==> config.mk <==
export PLATFORM = sky130hd
export DESIGN_NAME = mips_mc_ctrl
export DESIGN_NICKNAME = d
export VERILOG_FILES = /design/src/rtl/mips_mc_ctrl.sv
export SDC_FILE = /design/constraint.sdc
export NUM_CORES = 1
export LEC_CHECK = 0
export CAP_MARGIN = 20
export CORE_ASPECT_RATIO = 0.9
export CORE_MARGIN = 1
export CORE_UTILIZATION = 43
export DETAILED_ROUTE_END_ITERATION = 8
export HOLD_SLACK_MARGIN = 0.15
export PLACE_DENSITY = 0.82
export SLEW_MARGIN = 20
export SYNTH_ARGS = -nofsm -noshare
export SYNTH_HDL_FRONTEND = slang
export SYNTH_SLANG_ARGS = --single-unit
==> constraint.sdc <==
create_clock -name clk -period 3.7 [get_ports clk]
set_input_delay 0.74 -clock clk [delete_from_list [all_inputs] [get_ports clk]]
set_output_delay 0.74 -clock clk [all_outputs]
set_load 0.03 [all_outputs]
==> src/rtl/mips_mc_ctrl.sv <==
// mips_mc_ctrl: multi-cycle MIPS control sequencer (FETCH/DECODE/EXEC/MEM/WB/TRAP).
// Drives PC, IR, register-file, ALU and shared single-port memory controls.
// Ports: clk, rst (sync, active high); opcode/funct/zero/mem_ready in;
//   state, pc_we, pc_src, ir_we, mem_re, mem_we, mem_addr_sel, alu_src,
//   alu_op, reg_we, reg_dst, mem_to_reg, instr_done, err out.
// Optional: define MC_CTRL_TIMEOUT_EN to trap on a mem_ready wait of MEM_TIMEOUT cycles.
module mips_mc_ctrl #(
    parameter int MEM_TIMEOUT = 16,
    parameter bit NOP_ILLEGAL = 1'b1
) (
    input  logic       clk,
    input  logic       rst,
    input  logic [5:0] opcode,
    input  logic [5:0] funct,
    input  logic       zero,
    input  logic       mem_ready,
    output logic [2:0] state,
    output logic       pc_we,
    output logic [1:0] pc_src,
    output logic       ir_we,
    output logic       mem_re,
    output logic       mem_we,
    output logic       mem_addr_sel,
    output logic       alu_src,
    output logic [1:0] alu_op,
    output logic       reg_we,
    output logic       reg_dst,
    output logic       mem_to_reg,
    output logic       instr_done,
    output logic       err
);

    typedef enum logic [2:0] {
        S_FETCH  = 3'd0,
        S_DECODE = 3'd1,
        S_EXEC   = 3'd2,
        S_MEM    = 3'd3,
        S_WB     = 3'd4,
        S_TRAP   = 3'd7
    } state_t;

    localparam logic [5:0] OP_R    = 6'h00;
    localparam logic [5:0] OP_J    = 6'h02;
    localparam logic [5:0] OP_BEQ  = 6'h04;
    localparam logic [5:0] OP_ADDI = 6'h08;
    localparam logic [5:0] OP_SLTI = 6'h0A;
    localparam logic [5:0] OP_LW   = 6'h23;
    localparam logic [5:0] OP_SW   = 6'h2B;

    state_t     r_state;
    state_t     w_next;
    logic [5:0] r_op;
    logic [5:0] r_funct;
    logic       r_err;

    logic       w_pc_we;
    logic [1:0] w_pc_src;
    logic       w_ir_we;
    logic       w_mem_re;
    logic       w_mem_we;
    logic       w_mem_addr_sel;
    logic       w_alu_src;
    logic [1:0] w_alu_op;
    logic       w_reg_we;
    logic       w_reg_dst;
    logic       w_mem_to_reg;
    logic       w_instr_done;

    // The ALU decodes funct straight from IR; the latched copy is kept
    // for datapath debug visibility only.
    logic       w_unused_funct;
    assign w_unused_funct = ^r_funct;

`ifdef MC_CTRL_TIMEOUT_EN
    localparam logic [7:0] WAIT_LIM = 8'(MEM_TIMEOUT - 1);
    logic [7:0] r_wait_cnt;
    logic       w_waiting;
    assign w_waiting = (r_state == S_FETCH || r_state == S_MEM) && !mem_ready;
`else
    localparam int unused_mem_timeout = MEM_TIMEOUT;
`endif

    always_ff @(posedge clk) begin
        if (rst) begin
            r_state <= S_FETCH;
            r_op    <= '0;
            r_funct <= '0;
            r_err   <= 1'b0;
        end else begin
            r_state <= w_next;
            if (r_state == S_DECODE) begin
                r_op    <= opcode;
                r_funct <= funct;
            end
            if (w_next == S_TRAP)
                r_err <= 1'b1;
        end
    end

`ifdef MC_CTRL_TIMEOUT_EN
    // Any state change (including entry to FETCH/MEM) restarts the count.
    always_ff @(posedge clk) begin
        if (rst)
            r_wait_cnt <= '0;
        else if (w_next != r_state)
            r_wait_cnt <= '0;
        else if (w_waiting)
            r_wait_cnt <= r_wait_cnt + 8'd1;
    end
`endif

    always_comb begin
        w_next         = r_state;
        w_pc_we        = 1'b0;
        w_pc_src       = 2'b00;
        w_ir_we        = 1'b0;
        w_mem_re       = 1'b0;
        w_mem_we       = 1'b0;
        w_mem_addr_sel = 1'b0;
        w_alu_src      = 1'b0;
        w_alu_op       = 2'b00;
        w_reg_we       = 1'b0;
        w_reg_dst      = 1'b0;
        w_mem_to_reg   = 1'b0;
        w_instr_done   = 1'b0;
        unique case (r_state)
            S_FETCH: begin
                w_mem_re = 1'b1;
                if (mem_ready) begin
                    w_ir_we = 1'b1;
                    w_pc_we = 1'b1;
                    w_next  = S_DECODE;
                end
            end
            S_DECODE: begin
                case (opcode)
                    OP_R, OP_ADDI, OP_SLTI, OP_LW, OP_SW, OP_BEQ:
                        w_next = S_EXEC;
                    OP_J: begin
                        w_pc_we      = 1'b1;
                        w_pc_src     = 2'b10;
                        w_instr_done = 1'b1;
                        w_next       = S_FETCH;
                    end
                    default: begin
                        if (NOP_ILLEGAL) begin
                            w_instr_done = 1'b1;
                            w_next       = S_FETCH;
                        end else begin
                            w_next = S_TRAP;
                        end
                    end
                endcase
            end
            S_EXEC: begin
                case (r_op)
                    OP_R: begin
                        w_alu_op = 2'b10;
                        w_next   = S_WB;
                    end
                    OP_ADDI: begin
                        w_alu_src = 1'b1;
                        w_next    = S_WB;
                    end
                    OP_SLTI: begin
                        w_alu_op  = 2'b11;
                        w_alu_src = 1'b1;
                        w_next    = S_WB;
                    end
                    OP_LW, OP_SW: begin
                        w_alu_src = 1'b1;
                        w_next    = S_MEM;
                    end
                    OP_BEQ: begin
                        w_alu_op     = 2'b01;
                        w_pc_we      = zero;
                        w_pc_src     = zero ? 2'b01 : 2'b00;
                        w_instr_done = 1'b1;
                        w_next       = S_FETCH;
                    end
                    default: w_next = S_FETCH;
                endcase
            end
            S_MEM: begin
                w_mem_addr_sel = 1'b1;
                w_alu_src      = 1'b1;
                if (r_op == OP_SW) begin
                    w_mem_we = 1'b1;
                    if (mem_ready) begin
                        w_instr_done = 1'b1;
                        w_next       = S_FETCH;
                    end
                end else begin
                    w_mem_re = 1'b1;
                    if (mem_ready)
                        w_next = S_WB;
                end
            end
            S_WB: begin
                w_reg_we     = 1'b1;
                w_reg_dst    = (r_op == OP_R);
                w_mem_to_reg = (r_op == OP_LW);
                w_instr_done = 1'b1;
                w_next       = S_FETCH;
            end
            S_TRAP: w_next = S_TRAP;
            default: w_next = S_FETCH;
        endcase
`ifdef MC_CTRL_TIMEOUT_EN
        // mem_ready in the limit cycle takes priority over the trap.
        if (w_waiting && r_wait_cnt == WAIT_LIM)
            w_next = S_TRAP;
`endif
    end

    // Strobes are gated by rst so a reset mid-access drops writes at once.
    assign state        = r_state;
    assign pc_we        = w_pc_we & ~rst;
    assign pc_src       = rst ? 2'b00 : w_pc_src;
    assign ir_we        = w_ir_we & ~rst;
    assign mem_re       = w_mem_re & ~rst;
    assign mem_we       = w_mem_we & ~rst;
    assign mem_addr_sel = w_mem_addr_sel & ~rst;
    assign alu_src      = w_alu_src & ~rst;
    assign alu_op       = rst ? 2'b00 : w_alu_op;
    assign reg_we       = w_reg_we & ~rst;
    assign reg_dst      = w_reg_dst & ~rst;
    assign mem_to_reg   = w_mem_to_reg & ~rst;
    assign instr_done   = w_instr_done & ~rst;
    assign err          = r_err;

endmodule

# Word level (Yosys, flattened, before mapping)
# Cells that the tools add are included.
# totals
input_bits	16
output_inout_bits	18
elab_cells	72
regBits	10
# op_classes
bitwise	11
reduce_logical	7
mux	34
n_eq_ne	17
# op_table
op	count
== test 6 x 4 -> 1 bit, second input constant	4
== test 6 bit, second input constant	4
2-to-1 mux 1 bit	17
one-hot mux 3 bit (5 select lines)	1
== test 6 x 3 -> 1 bit, second input constant	2
zero test 6 bit	2
2-to-1 mux 3 bit	4
bitwise AND 1 bit	10
2-to-1 mux 2 bit	5
== test 3 bit, second input constant	3
== test 3 x 2 -> 1 bit, second input constant	2
== test 6 x 2 -> 1 bit, second input constant	1
one-hot mux 2 bit (3 select lines)	1
one-hot mux 3 bit (2 select lines)	1
OR reduction 6 bit	1
one-hot mux 1 bit (2 select lines)	2
one-hot mux 1 bit (4 select lines)	1
one-hot mux 2 bit (2 select lines)	1
OR reduction 4 bit	1
== test 3 x 1 -> 1 bit, second input constant	1
zero test 3 bit	1
one-hot mux 1 bit (3 select lines)	1
OR reduction 3 bit	1
OR reduction 2 bit	1
NOT 1 bit	1

# Logic depth before layout (Yosys ltp)
# Gate-level depths: netlist (run 1).
# depth
depth_word	5
ltp_mapped	5
ltp_nobuf	4

# Worst setup path before layout (run 1)
# No wires, ideal clock.
# synth_timing
kind	input to output
from	in rst
to	out reg_dst
n_path_buf	0
t_arrival_ns	2.103
setup_slack_ns	0.857
required_ns	2.960
cell_stages	2
cell_sequence	or3_1 nor4_1
# synth_between
elab_chain_cells	2
# synth_lines
item	line_no	source
from (decl)	12	input logic rst,
NOT 1 bit	227	assign reg_dst = w_reg_dst & ~rst;
bitwise AND 1 bit	227	
to (decl)	27	output logic reg_dst,
# No other way between the ends.

# Final worst setup path (run 1)
# layout_timing
from	in opcode[0]
to	out pc_we
# layout_between
elab_chain_cells	4
# layout_lines
item	line_no	source
from (decl)	13	input logic [5:0] opcode,
== test 6 x 2 -> 1 bit	136	case (opcode)
2-to-1 mux 1 bit	136	
one-hot mux 1 bit (3 select lines)	126	unique case (r_state)
bitwise AND 1 bit	218	assign pc_we = w_pc_we & ~rst;
to (decl)	18	output logic pc_we,
# No other way between the ends.

==> results of run 1 <==
power breakdown:
group | total, mW | switching, mW | internal [mW]
combinational | 0.0636 | 0.0326 | 0.0310
clock | 0.0993 | 0.0395 | 0.0598
sequential | 0.120 | 0.00845 | 0.112
flip-flops by register name, indices dropped and copies added, names as in the netlist:
register,count
state,3
err,1
r_op,6
metal layers:
metal  vias up  track usage
met2        33        0.352
li1        428            -
met4         0       0.0706
met3         7       0.0522
met5         -            0
met1       385        0.370
how the worst min path moves through the flow:
stage / startpoint / to / slack [ps] / cells after the start
CTS: err / err / 500 / 2
finish: err / err / 500 / 2
global placement: err / err / 480 / 2
global route: err / err / 520 / 2
detailed placement: err / err / 490 / 2
floorplan: r_op[0] / r_op[0] / 480 / 2
worst max-delay path, delay by kind of cell:
family / cells / cell delay [ps]
and+or+nand+nor: 2 / 500
buffers and inverters: 2 / 1130
AOI/OAI and AO/OA: 2 / 350
cell usage after synthesis, drive strengths merged (3+ instances only):
master | n | area share
nor2 | 10 | 0.053
o21ai | 7 | 0.047
nand2 | 10 | 0.050
inv | 5 | 0.025
nor3 | 3 | 0.020
nand2b | 3 | 0.025
buf | 4 | 0.030
nor4 | 4 | 0.033
a21oi | 11 | 0.078
dfxtp | 10 | 0.27
nor2b | 3 | 0.025
stage by stage:
step | instances | total power, mW | instance area, µm²
detailed placement | 147 | 0.185 | 1030
global route | 151 | 0.296 | 1060
global placement | 147 | 0.184 | 1030
finish | 151 | 0.283 | 1060
CTS | 151 | 0.284 | 1060
floorplan | 103 | 0.159 | 752
logic make-up (layout without fill, tap and decap cells):
logic type             Yosys count  in the layout  synth area share
multiplexers                     1              1            0.0133
AND/OR/NAND/NOR                 50             50             0.383
flip-flops                      10             10             0.266
XOR/XNOR                         1              1            0.0116
buffers and inverters           11             37            0.0649
AO/OA/AOI/OAI                   30             30             0.261
layout make-up:
cell class / count / area (µm²)
multi-input combinational: 82 / 503
fill: 138 / 482
timing repair buffer: 28 / 278
sequential: 10 / 200
clock buffer: 4 / 36.3
tap: 22 / 27.5
inverter: 5 / 18.8
==> results by group, run 1 <==
Hold path
  – Hold Crit Class: flip-flop to flip-flop

Timing
  – Final setup viols: 0
  – Fin Hold WS: 497 ps
  – TNS Setup: 0 ps
  – RSZ-0062 raised after global routing: no
  – Fmax: 289 MHz
  – Final min period: 3460 ps
  – Worst slew pin tran: 546 ps
  – Slew headroom: 0.635
  – Period utilization: 0.934
  – Max Clock Skew: 3.82 ps
  – Hold Vio Cnt, Final: 0
  – Worst setup margin: 244 ps
  – Max-slew violation count: 0

Setup path
  – Critical Path Start: opcode[0]
  – Slowest CP cell: clkdlybuf4s50_1
  – Max incr delay on CP: 670 ps
  – Worst setup path end: pc_we
  – Worst-path cell chain: clkdlybuf4s50_1, nor4_1, nand4b_1, a21o_1, a21oi_2, clkdlybuf4s50_1
  – Worst path arrival time: 2720 ps
  – CP max FO: 4
  – Reg2reg setup slack: 2000 ps
  – WP data required: 2960 ps
  – CP most frequent cell: clkdlybuf4s50_1
  – Critical R2R Launch: state[1]
  – Crit path capture type: primary output
  – Type of origin of the critical path: input port
  – Register-to-Register Path Depth: 4
  – Setup CP Type: input port to primary output
  – RR Endpoint: err

Routing
  – Vias: 853
  – Highest metal layer with signal wires: met4
  – Routed wire length: 2.08 mm
  – Wire per inst: 13.8 µm
  – Antenna Violating Nets Remaining: 0
  – DR pass1 iterations: 4
  – Met2 wire len: 917 µm
  – Residual DRC: 0
  – Initial DRC Count: 30
  – Vias per inst: 5.65
  – Metal3 WL: 105 µm
  – Met1 WL: 1.03 mm

Yosys
  – Mapped Nets: 119
  – Synthesized area: 752 µm²
  – EDFF count, synth: 0
  – Synthesized flop and latch total: 10
  – Synth cell types: 39
  – Yosys warns: 0
  – Synth Instances: 103
  – Synth async-reset ratio: 0
  – Post-synth top flop: dfxtp_1
  – Sequential area share after synthesis: 0.266
  – Syn avg cell area: 7.30 µm²

Cells and area
  – Share of layout cells above drive strength 1: 0.116
  – Most common cell after layout, fill and taps aside: clkdlybuf4s50_1
  – Layout Utilization: 0.688
  – Antenna cells: 0
  – Most frequent cells in the layout: clkdlybuf4s50_1, nand2_1, a21oi_1, dfxtp_1, nor2_1
  – Synthesis-to-finish area growth: 41.4%
  – Layout net count: 146

Floorplan
  – Core Box Area: 1550 µm²
  – Die height: 41.7 µm
  – Die ar.: 1920 µm²
  – I/O pin total: 34
  – Chip Width: 46.1 µm
  – Std cell rows: 13
  – Starting density of the core: 0.487

Global route
  – Largest net degree at the start of global routing: 18
  – Tot GR Track Use: 0.248
  – Number of global-route vias before repair: 750
  – Initial antenna violation count: 0
  – Total gr overflow: 0
  – First-pass GRT wire length: 3.59 mm

Clock network
  – Max clock buf depth: 2
  – Clk slew on worst S/H paths: 70 ps
  – Post-cts resize count: 0
  – Worst-skew pair later-pin latency: 270 ps
  – Clock Sinks: 10
  – CTS H-tree depth: 1
  – Root Driver: clkbuf_4
  – CTS buffer count: 3
  – TritonCTS clock tree: done
  – Post-CTS Setup Inserts: 0
  – Hold buffers post-CTS: 0

Job
  – Max Cap Violations: 0

Power
  – Pwr dens: 266 nW/µm²
  – LEAKAGE: 0.384 nW
  – VDD IR max: 0.184 mV

Placement
  – Buffers added on ports: 27
  – Dpl ws: 288 ps
  – Post-DP HPWL: 1.52 mm
  – Gpl congestion: 0.862

Run status
  – Outcome: finished, final reports clean
Note: power is estimated with default switching activity, not from simulation.
==> run 2: changes to the inputs <==
PLACE_DENSITY = 0.88   (was 0.82)
==> results by group, run 2 (synthesis results as in run 1) <==
Power
  – Pwr dens: 243 nW/µm² (-8.7%)
  – Tot Pwr: 0.255 mW (-9.9%)
  – Clock power share: 0.283 (-0.068)
  – NetSw: 0.0748 mW (-7.2%)
  – VDD IR max: 0.190 mV (+3.2%)
  – Seq pwr share: 0.470 (+0.045)
  – Net switching fraction of the power: 0.293 (+0.00854)
  – LEAKAGE: 0.377 nW (-1.9%)
  – Logic pwr share: 0.247 (+0.022)
  – Int Pwr: 0.180 mW (-11%)

Setup path
  – Worst-path cell chain: clkdlybuf4s50_1, nor4_1, nand4b_1, a21o_1, a21oi_2, clkdlybuf4s50_1
  – Worst path arrival time: 2710 ps (about the same)
  – Worst path buffer plus inverter count: 2 (unchanged)
  – WP data required: 2960 ps (about the same)
  – Setup CP Type: input port to primary output
  – CP top delay family: buffers and inverters
  – CP most frequent cell: clkdlybuf4s50_1
  – Crit path capture type: primary output
  – CP max FO: 4 (unchanged)
  – Type of origin of the critical path: input port
  – Slowest CP cell: clkdlybuf4s50_1
  – Max incr delay on CP: 670 ps (about the same)

Floorplan
  – Starting density of the core: 0.487 (unchanged)
  – Std cell rows: 13 (unchanged)
  – Die height: 41.7 µm (unchanged)
  – Die ar.: 1920 µm² (unchanged)
  – Core Box Area: 1550 µm² (unchanged)
  – Chip Width: 46.1 µm (unchanged)
  – I/O pin total: 34 (unchanged)

Routing
  – Wire per inst: 12.6 µm (-8.1%)
  – Vias per inst: 5.71 (+1.1%)
  – Routed wire length: 1.90 mm (-8.7%)
  – DR pass1 iterations: 4 (unchanged)
  – Vias: 857 (+0.47%)
  – Initial DRC Count: 29 (-3.3%)
  – Antenna Violating Nets Remaining: 0 (unchanged)
  – Residual DRC: 0 (unchanged)

Global route
  – First-pass GRT wire length: 3.04 mm (-15%)
  – Total gr overflow: 0 (unchanged)
  – Largest net degree at the start of global routing: 18 (unchanged)
  – Number of global-route vias before repair: 695 (-7.3%)
  – Met2 usage: 0.332 (-0.0197)
  – Busiest grt layer: met2
  – M1 GR Usage: 0.282 (-0.0881)
  – Grt met3 use: 0.0391 (-0.0130)
  – Initial antenna violation count: 0 (unchanged)
  – Tot GR Track Use: 0.218 (-0.0299)

Job
  – Max Cap Violations: 0 (unchanged)

Timing
  – Hold Vio Cnt, Final: 0 (unchanged)
  – Fmax: 290 MHz (+0.30%)
  – Final min period: 3450 ps (-10.4 ps)
  – TNS Setup: 0 ps (unchanged)
  – Period utilization: 0.931 (-0.00281)
  – Fin Hold WS: 501 ps (+3.04 ps)
  – Final setup viols: 0 (unchanged)
  – Max-slew violation count: 0 (unchanged)
  – Max Clock Skew: 0.510 ps (-3.31 ps)
  – Slew headroom: 0.646 (+0.0105)
  – Worst slew pin tran: 530 ps (-15.7 ps)
  – RSZ-0062 raised after global routing: no

Clock network
  – TritonCTS clock tree: done
  – Hold buffers post-CTS: 0 (unchanged)
  – Clk slew on worst S/H paths: 60 ps (about the same)
  – Root Driver: clkbuf_4
  – Max clock buf depth: 2 (unchanged)
  – Post-CTS Setup Inserts: 0 (unchanged)
  – Worst-skew pair later-pin latency: 260 ps (about the same)
  – Post-cts resize count: 0 (unchanged)
  – Clock Sinks: 10 (unchanged)
  – CTS buffer count: 3 (unchanged)
  – CTS H-tree depth: 1 (unchanged)

Placement
  – Buffers added on ports: 27 (unchanged)
  – Gpl congestion: 0.866 (+0.44%)
  – Post-DP HPWL: 1.45 mm (-4.4%)

Cells and area
  – Share of layout cells above drive strength 1: 0.109 (-0.00690)
  – Max FFs per register: 6 (unchanged)
  – Synthesis-to-finish area growth: 39.6%
  – Layout net count: 146 (unchanged)
  – Most frequent cells in the layout: clkdlybuf4s50_1, nand2_1, a21oi_1, dfxtp_1, nor2_1
  – Antenna cells: 0 (unchanged)
  – Most common cell after layout, fill and taps aside: clkdlybuf4s50_1
  – Largest register by flop count: r_op
  – Layout Utilization: 0.679 (-0.00891)

Hold path
  – Hold Crit Class: flip-flop to flip-flop

Run status
  – Outcome: finished, final reports clean
run 2: tightest hold or removal path, stage by stage, from the launching register on:
cell and delay (ps):
dfxtp_1 310, inv_1 70, o22ai_2 80
run 2: through the flow:
step / instance area (µm²) / std cells / setup WS [ps]
final: 1050 / 150 / 254
after global routing: 1050 / 150 / 155
after CTS: 1050 / 150 / 254
after detailed placement: 1030 / 147 / 251
after global placement: 1030 / 147 / 304
after floorplan: 752 / 103 / 857
run 2: final timing paths:
check,start,cells after the start,slack [ps],end
max,opcode[0],6,250,pc_we
min,err,2,500,err
max reg2reg,state[1],4,2050,err
min reg2reg,err,2,500,err
run 2: final cells by class:
cell class / count / area, µm²
clock buffers: 3 / 22.5
fillers: 122 / 495
inverters: 5 / 18.8
multi-input cells: 82 / 503
flip-flops and latches: 10 / 200
well taps: 22 / 27.5
repair buffers: 28 / 278
run 2: power by group through the flow:
stage / Sequential (mW) / Combinational, mW / Clock [mW]
after floorplan: 0.119 / 0.0393 / 0
after global placement: 0.122 / 0.0611 / 0
after detailed placement: 0.122 / 0.0627 / 0
after CTS: 0.120 / 0.0629 / 0.0765
after global routing: 0.121 / 0.0678 / 0.0810
final: 0.120 / 0.0631 / 0.0721
run 2: metal layers:
layer | routed length [µm] | part of all wire
met5 | 0 | 0
met4 | 44 | 0.023
met3 | 139 | 0.073
met2 | 899 | 0.47
met1 | 813 | 0.43
==> run 3: changes to the inputs <==
CAP_MARGIN = 15   (was 20)
==> results of run 3 <==
Final layout, timing and power as in run 2 (identical DEF).
